**src/rtl/rv64_ise_issue.sv**
```systemverilog
// Issue/writeback pipeline for the Ascon RV64 bitmanip ISE (rori, orn, andn).
// Optional performance counters are enabled by defining RV64_ISE_ISSUE_PERF_EN.
module rv64_ise_issue #(
  parameter int XLEN = 64,
  parameter int RD_W = 5
) (
  input  logic            g_clk,
  input  logic            g_resetn,
  input  logic            flush,
  input  logic            in_valid,
  output logic            in_ready,
  input  logic [31:0]     in_instr,
  input  logic [XLEN-1:0] in_rs1,
  input  logic [XLEN-1:0] in_rs2,
  output logic [XLEN-1:0] ise_rs1,
  output logic [XLEN-1:0] ise_rs2,
  output logic [4:0]      ise_imm,
  output logic            ise_op_rori,
  output logic            ise_op_iorn,
  output logic            ise_op_andn,
  input  logic [XLEN-1:0] ise_rd,
  output logic            out_valid,
  input  logic            out_ready,
  output logic [RD_W-1:0] out_rd_addr,
  output logic [XLEN-1:0] out_result,
  output logic            out_trap
`ifdef RV64_ISE_ISSUE_PERF_EN
  ,
  output logic [31:0]     perf_retired,
  output logic [31:0]     perf_stall
`endif
);

  logic [6:0] w_opcode;
  logic [2:0] w_funct3;
  logic [6:0] w_funct7;
  logic       w_dec_rori;
  logic       w_dec_orn;
  logic       w_dec_andn;
  logic       w_dec_ill;
  logic       w_unused_rs1f;

  logic       w_x2w_ok;
  logic       w_acc;
  logic       w_x2w;

  logic            r_vld_p1;
  logic            r_rori_p1;
  logic            r_orn_p1;
  logic            r_andn_p1;
  logic            r_ill_p1;
  logic [XLEN-1:0] r_rs1_p1;
  logic [XLEN-1:0] r_rs2_p1;
  logic [4:0]      r_imm_p1;
  logic [RD_W-1:0] r_rd_p1;

  logic            r_vld_p2;
  logic            r_trap_p2;
  logic [RD_W-1:0] r_rd_p2;
  logic [XLEN-1:0] r_res_p2;

  assign w_opcode = in_instr[6:0];
  assign w_funct3 = in_instr[14:12];
  assign w_funct7 = in_instr[31:25];
  assign w_unused_rs1f = ^in_instr[19:15];

  // rori needs instr[25]=0: the datapath rotates by 0..31 only.
  assign w_dec_rori = (w_opcode == 7'b0010011) && (w_funct3 == 3'b101) &&
                      (w_funct7 == 7'b0110000);
  assign w_dec_orn  = (w_opcode == 7'b0110011) && (w_funct3 == 3'b110) &&
                      (w_funct7 == 7'b0100000);
  assign w_dec_andn = (w_opcode == 7'b0110011) && (w_funct3 == 3'b111) &&
                      (w_funct7 == 7'b0100000);
  assign w_dec_ill  = !(w_dec_rori || w_dec_orn || w_dec_andn);

  assign w_x2w_ok = !r_vld_p2 || out_ready;
  assign in_ready = !r_vld_p1 || w_x2w_ok;
  assign w_acc    = in_valid && in_ready;
  assign w_x2w    = r_vld_p1 && w_x2w_ok;

  // Stage X: decoded op and operands, driven straight into the datapath
  always_ff @(posedge g_clk or negedge g_resetn) begin
    if (!g_resetn) begin
      r_vld_p1  <= 1'b0;
      r_rori_p1 <= 1'b0;
      r_orn_p1  <= 1'b0;
      r_andn_p1 <= 1'b0;
      r_ill_p1  <= 1'b0;
      r_rs1_p1  <= '0;
      r_rs2_p1  <= '0;
      r_imm_p1  <= '0;
      r_rd_p1   <= '0;
    end else begin
      if (flush) begin
        r_vld_p1 <= 1'b0;
      end else if (in_ready) begin
        r_vld_p1 <= in_valid;
      end
      if (w_acc && !flush) begin
        r_rori_p1 <= w_dec_rori;
        r_orn_p1  <= w_dec_orn;
        r_andn_p1 <= w_dec_andn;
        r_ill_p1  <= w_dec_ill;
        r_rs1_p1  <= in_rs1;
        r_rs2_p1  <= in_rs2;
        r_imm_p1  <= in_instr[24:20];
        r_rd_p1   <= in_instr[7 +: RD_W];
      end
    end
  end

  assign ise_rs1     = r_rs1_p1;
  assign ise_rs2     = r_rs2_p1;
  assign ise_imm     = r_imm_p1;
  assign ise_op_rori = r_rori_p1;
  assign ise_op_iorn = r_orn_p1;
  assign ise_op_andn = r_andn_p1;

  // Stage W: captured datapath result awaiting the register-file port
  always_ff @(posedge g_clk or negedge g_resetn) begin
    if (!g_resetn) begin
      r_vld_p2  <= 1'b0;
      r_trap_p2 <= 1'b0;
      r_rd_p2   <= '0;
      r_res_p2  <= '0;
    end else begin
      if (flush) begin
        r_vld_p2 <= 1'b0;
      end else if (w_x2w_ok) begin
        r_vld_p2 <= r_vld_p1;
      end
      if (w_x2w && !flush) begin
        r_trap_p2 <= r_ill_p1;
        r_rd_p2   <= r_rd_p1;
        r_res_p2  <= r_ill_p1 ? '0 : ise_rd;
      end
    end
  end

  assign out_valid   = r_vld_p2;
  assign out_trap    = r_trap_p2;
  assign out_rd_addr = r_rd_p2;
  assign out_result  = r_res_p2;

`ifdef RV64_ISE_ISSUE_PERF_EN
  logic [31:0] r_perf_retired;
  logic [31:0] r_perf_stall;

  // Counters survive flush; they wrap naturally at 2^32.
  always_ff @(posedge g_clk or negedge g_resetn) begin
    if (!g_resetn) begin
      r_perf_retired <= '0;
      r_perf_stall   <= '0;
    end else begin
      if (out_valid && out_ready && !out_trap) begin
        r_perf_retired <= r_perf_retired + 32'd1;
      end
      if (in_valid && !in_ready) begin
        r_perf_stall <= r_perf_stall + 32'd1;
      end
    end
  end

  assign perf_retired = r_perf_retired;
  assign perf_stall   = r_perf_stall;
`endif

endmodule

```
**config.mk**
```make
export PLATFORM = sky130hd
export DESIGN_NAME = rv64_ise_issue
export DESIGN_NICKNAME = d
export VERILOG_FILES = /design/src/rtl/rv64_ise_issue.sv
export SDC_FILE = /design/constraint.sdc
export NUM_CORES = 1
export LEC_CHECK = 0
export CORE_AREA = 4 4 168 170
export DETAILED_ROUTE_END_ITERATION = 12
export DIE_AREA = 0 0 172 174
export PLACE_DENSITY = 0.66
export SYNTH_ARGS = -nofsm -noshare
export SYNTH_HDL_FRONTEND = slang
export SYNTH_SLANG_ARGS = --single-unit
```
**constraint.sdc**
```tcl
create_clock -name g_clk -period 3.22 [get_ports g_clk]
set_clock_uncertainty 0.05 [all_clocks]
set_input_delay 0.483 -clock g_clk [delete_from_list [all_inputs] [get_ports g_clk]]
set_output_delay 0.483 -clock g_clk [all_outputs]
set_load 0.02 [all_outputs]
```
==> flow_summary.toml <==
[status]
outcome = "completed"

[power_and_ir_drop]
p_comb_frac = 0.213
peakVddDrop_mv = 0.431
p_switching_uw = 1960
power_frac_clock = 0.390
pwr-share-seq = 0.396
swShare = 0.249
leakagePower_uw = 0.00598
power_density_nw_per_um2 = 556
intPower_uw = 5910

[detailed_routing]
ant_nets = 0
drc_errors = 0
viasPerCell = 4.50
via_count = 6060
drt-total-wl_mm = 25.0
dr.pass1.iters = 4
drt_iter0_drc = 176
wl_per_cell_um = 18.5

[critical_path]
cpMostUsedCell = "clkdlybuf4s50_1"
critPathLaunchType = "input pin"
critPathKind = "in -> out"
rr_worst_depth = 5
path_delay_family = "buffers and inverters"
crit_buf_inv = 3
cp_max_fo = 6
arrival_ps = 1920
crit-reg2reg-launch = "r_vld_p1$_DFFE_PN0P_"
crit_path_end_kind = "output pin"
slowest_stage = "clkdlybuf4s50_1"
cp.required_ps = 2690
cp_slowest_stage_delay_ps = 650
crit_path_cell_trace = "clkdlybuf4s50_1 -> and3b_4 -> inv_2 -> clkdlybuf4s50_1"
reg2reg_to = "ise_rs2[26]$_DFFE_PN0P_"
reg2reg_slack_ps = 1300

[place]
placed_cell_area_sq_um = 13200
place_hpwl_mm = 18.7
gp_congestion = 0.796
portBuffers = 431
dp_slack_ps = 590

[synthesis]
synth_top_area_cell = "dfrtp_1"
syn-cell-area_sq_um = 8470
synth_most_common_cell = "dfrtp_1"
synth_seq_area_share = 0.632
synth_edf_count = 0
async_flop_share = 1.00
synth-main-ff-cell = "dfrtp_1"
synthTopCellsByArea = "dfrtp_1, mux2_2, nor2b_1, mux2_1, buf_2"
synthCells = 543
syn-num-nets = 772
synth_seq_cells = 214
synth_top_cells_by_count = "dfrtp_1, mux2_2, nor2b_1"
yosysUniqueCellTypes = 26
synth_top_cell_area_share = 0.632
yosys_warnings = 0
avgSynthCellArea_sq_um = 15.6

[global_routing]
antenna_found_initial = 2
grt_usage = 0.159
overflow = 0
grt_max_degree = 83
grt_pass1_vias = 6550
grt_pass1_wl_mm = 37.7

[timing]
finalHoldViolCount = 0
maxSlewHeadroom = 0.579
clock.fmax_mhz = 408
final-setup-viol-count = 0
fin_setup_tns_ps = 0
drv_slew = 0
period_needed_ps = 2450
fin_crit_sh = 0.761
worst_pin_slew_ps = 631
timing.final.ws_setup_ps = 769
grt_setup_unrepaired = "false"

[final_layout]
design_area_sq_um = 14200
nets = 1216
drive_gt1_frac = 0.261
register_area_sq_um = 5360
filler_cell_count = 2293
antenna_cells = 0
multi_input_area_sq_um = 2940
area_growth_pct = 67.2

[clocking]
cts.sinks = 214
clockBufferDepth = 3
cts.clk_slew.worst_paths_ps = 50
numCtsBuffers = 26
h-tree-depth = 1
holdBufCountCts = 1
ctsResizeCount = 0
clk_latency_ps = 510
cts_tree = "yes"
clk_root_buffer_cell = "clkbuf_16"
post-cts-setup-buffer-count = 0

[floorplanning]
start_util = 0.317
core_area_sq_um = 26700
die_width_um = 172
fp-row-count = 60
dieArea_sq_um = 29900
ios = 437
die_h_um = 174

[hold_path]
hold_start = "out_result[10]$_DFFE_PN0P_"
whs_path_depth = 1
min_to = "out_result[10]$_DFFE_PN0P_"
hold_class = "reg -> reg"

[job]
cap_violations = 0
cell usage in the layout (no fill, tap or decap), types with 2 or more instances in the layout:
master / instances
inv_1: 2
clkinv_2: 3
o41ai_1: 2
clkbuf_8: 5
mux2_1: 6
nand2b_4: 2
clkbuf_1: 8
buf_12: 6
clkdlybuf4s50_1: 430
clkbuf_16: 27
buf_4: 8
nor2b_1: 65
nor4b_1: 2
nor2_1: 4
o21ai_0: 3
mux2_2: 202
bufinv_16: 4
dfrtp_1: 213
registers in the layout, indices dropped and copies added (netlist names):
register	flops
out_rd_addr	5
ise_rs2	64
ise_op_iorn	1
ise_op_rori	1
r_ill_p1	1
ise_imm	5
out_valid	1
out_result	64
r_vld_p1	1
ise_op_andn	1
ise_rs1	64
r_rd_p1	5
out_trap	1
worst reg2reg max path: stages, from the launching register on:
cell	delay (ps)
dfrtp_1	370
and3b_4	250
inv_2	60
nand2b_4	380
buf_4	340
mux2_2	360
power groups by stage:
stage / clock network, uW / registers (uW) / logic (uW)
after floorplan: 0 / 3500 / 350
after global placement: 0 / 3150 / 1690
after detailed placement: 0 / 3160 / 1700
after CTS: 3180 / 3120 / 1710
after global routing: 3290 / 3150 / 1780
final: 3070 / 3120 / 1680
worst max path at each step:
stage               from  slack, ps  cells after the start                      to
2_1_floorplan  out_ready       1390                      7  ise_rs1[0]$_DFFE_PN0P_
3_3_place_gp       flush        610                      5  ise_rs2[5]$_DFFE_PN0P_
3_5_place_dp       flush        590                      5  ise_imm[1]$_DFFE_PN0P_
4_1_cts        out_ready        750                      4                in_ready
5_1_grt        out_ready        700                      4                in_ready
6_report       out_ready        770                      4                in_ready
layer usage:
layer | wire (um) | GRT usage
met2 | 12400 | 0.277
met3 | 2470 | 0.0621
met4 | 646 | 0.0426
met5 | 27 | 0
met1 | 9380 | 0.181
layout make-up:
type	count	share of cell area
Clock inverter	8	0.0102
Inverter	3	0.000795
Timing Repair Buffer	446	0.318
Clock buffer	40	0.0547
Multi-Input combinational cell	296	0.207
Tap cell	341	0.0301
Sequential cell	214	0.378
cell families (layout without fill, tap and decap cells):
family | Yosys count | after routing | share of synthesized area
buffers and inverters | 33 | 497 | 0.0223
muxes | 208 | 208 | 0.277
AOI/OAI and AO/OA | 8 | 8 | 0.00680
and+or+nand+nor | 80 | 80 | 0.0618
DFF | 214 | 214 | 0.632
per-stage QoR:
| stage | hold slack (ps) | utilization | instances | power (uW) |
|---|---|---|---|---|
| after floorplan | 137 | - | 543 | 3850 |
| after global placement | 420 | 0.495 | 1299 | 4840 |
| after detailed placement | 424 | 0.495 | 1299 | 4870 |
| after CTS | 435 | 0.530 | 1348 | 8010 |
| after global routing | 448 | 0.530 | 1348 | 8220 |
| final | 429 | 0.530 | 1348 | 7870 |
No activity file was read; power rests on OpenSTA's default activity.
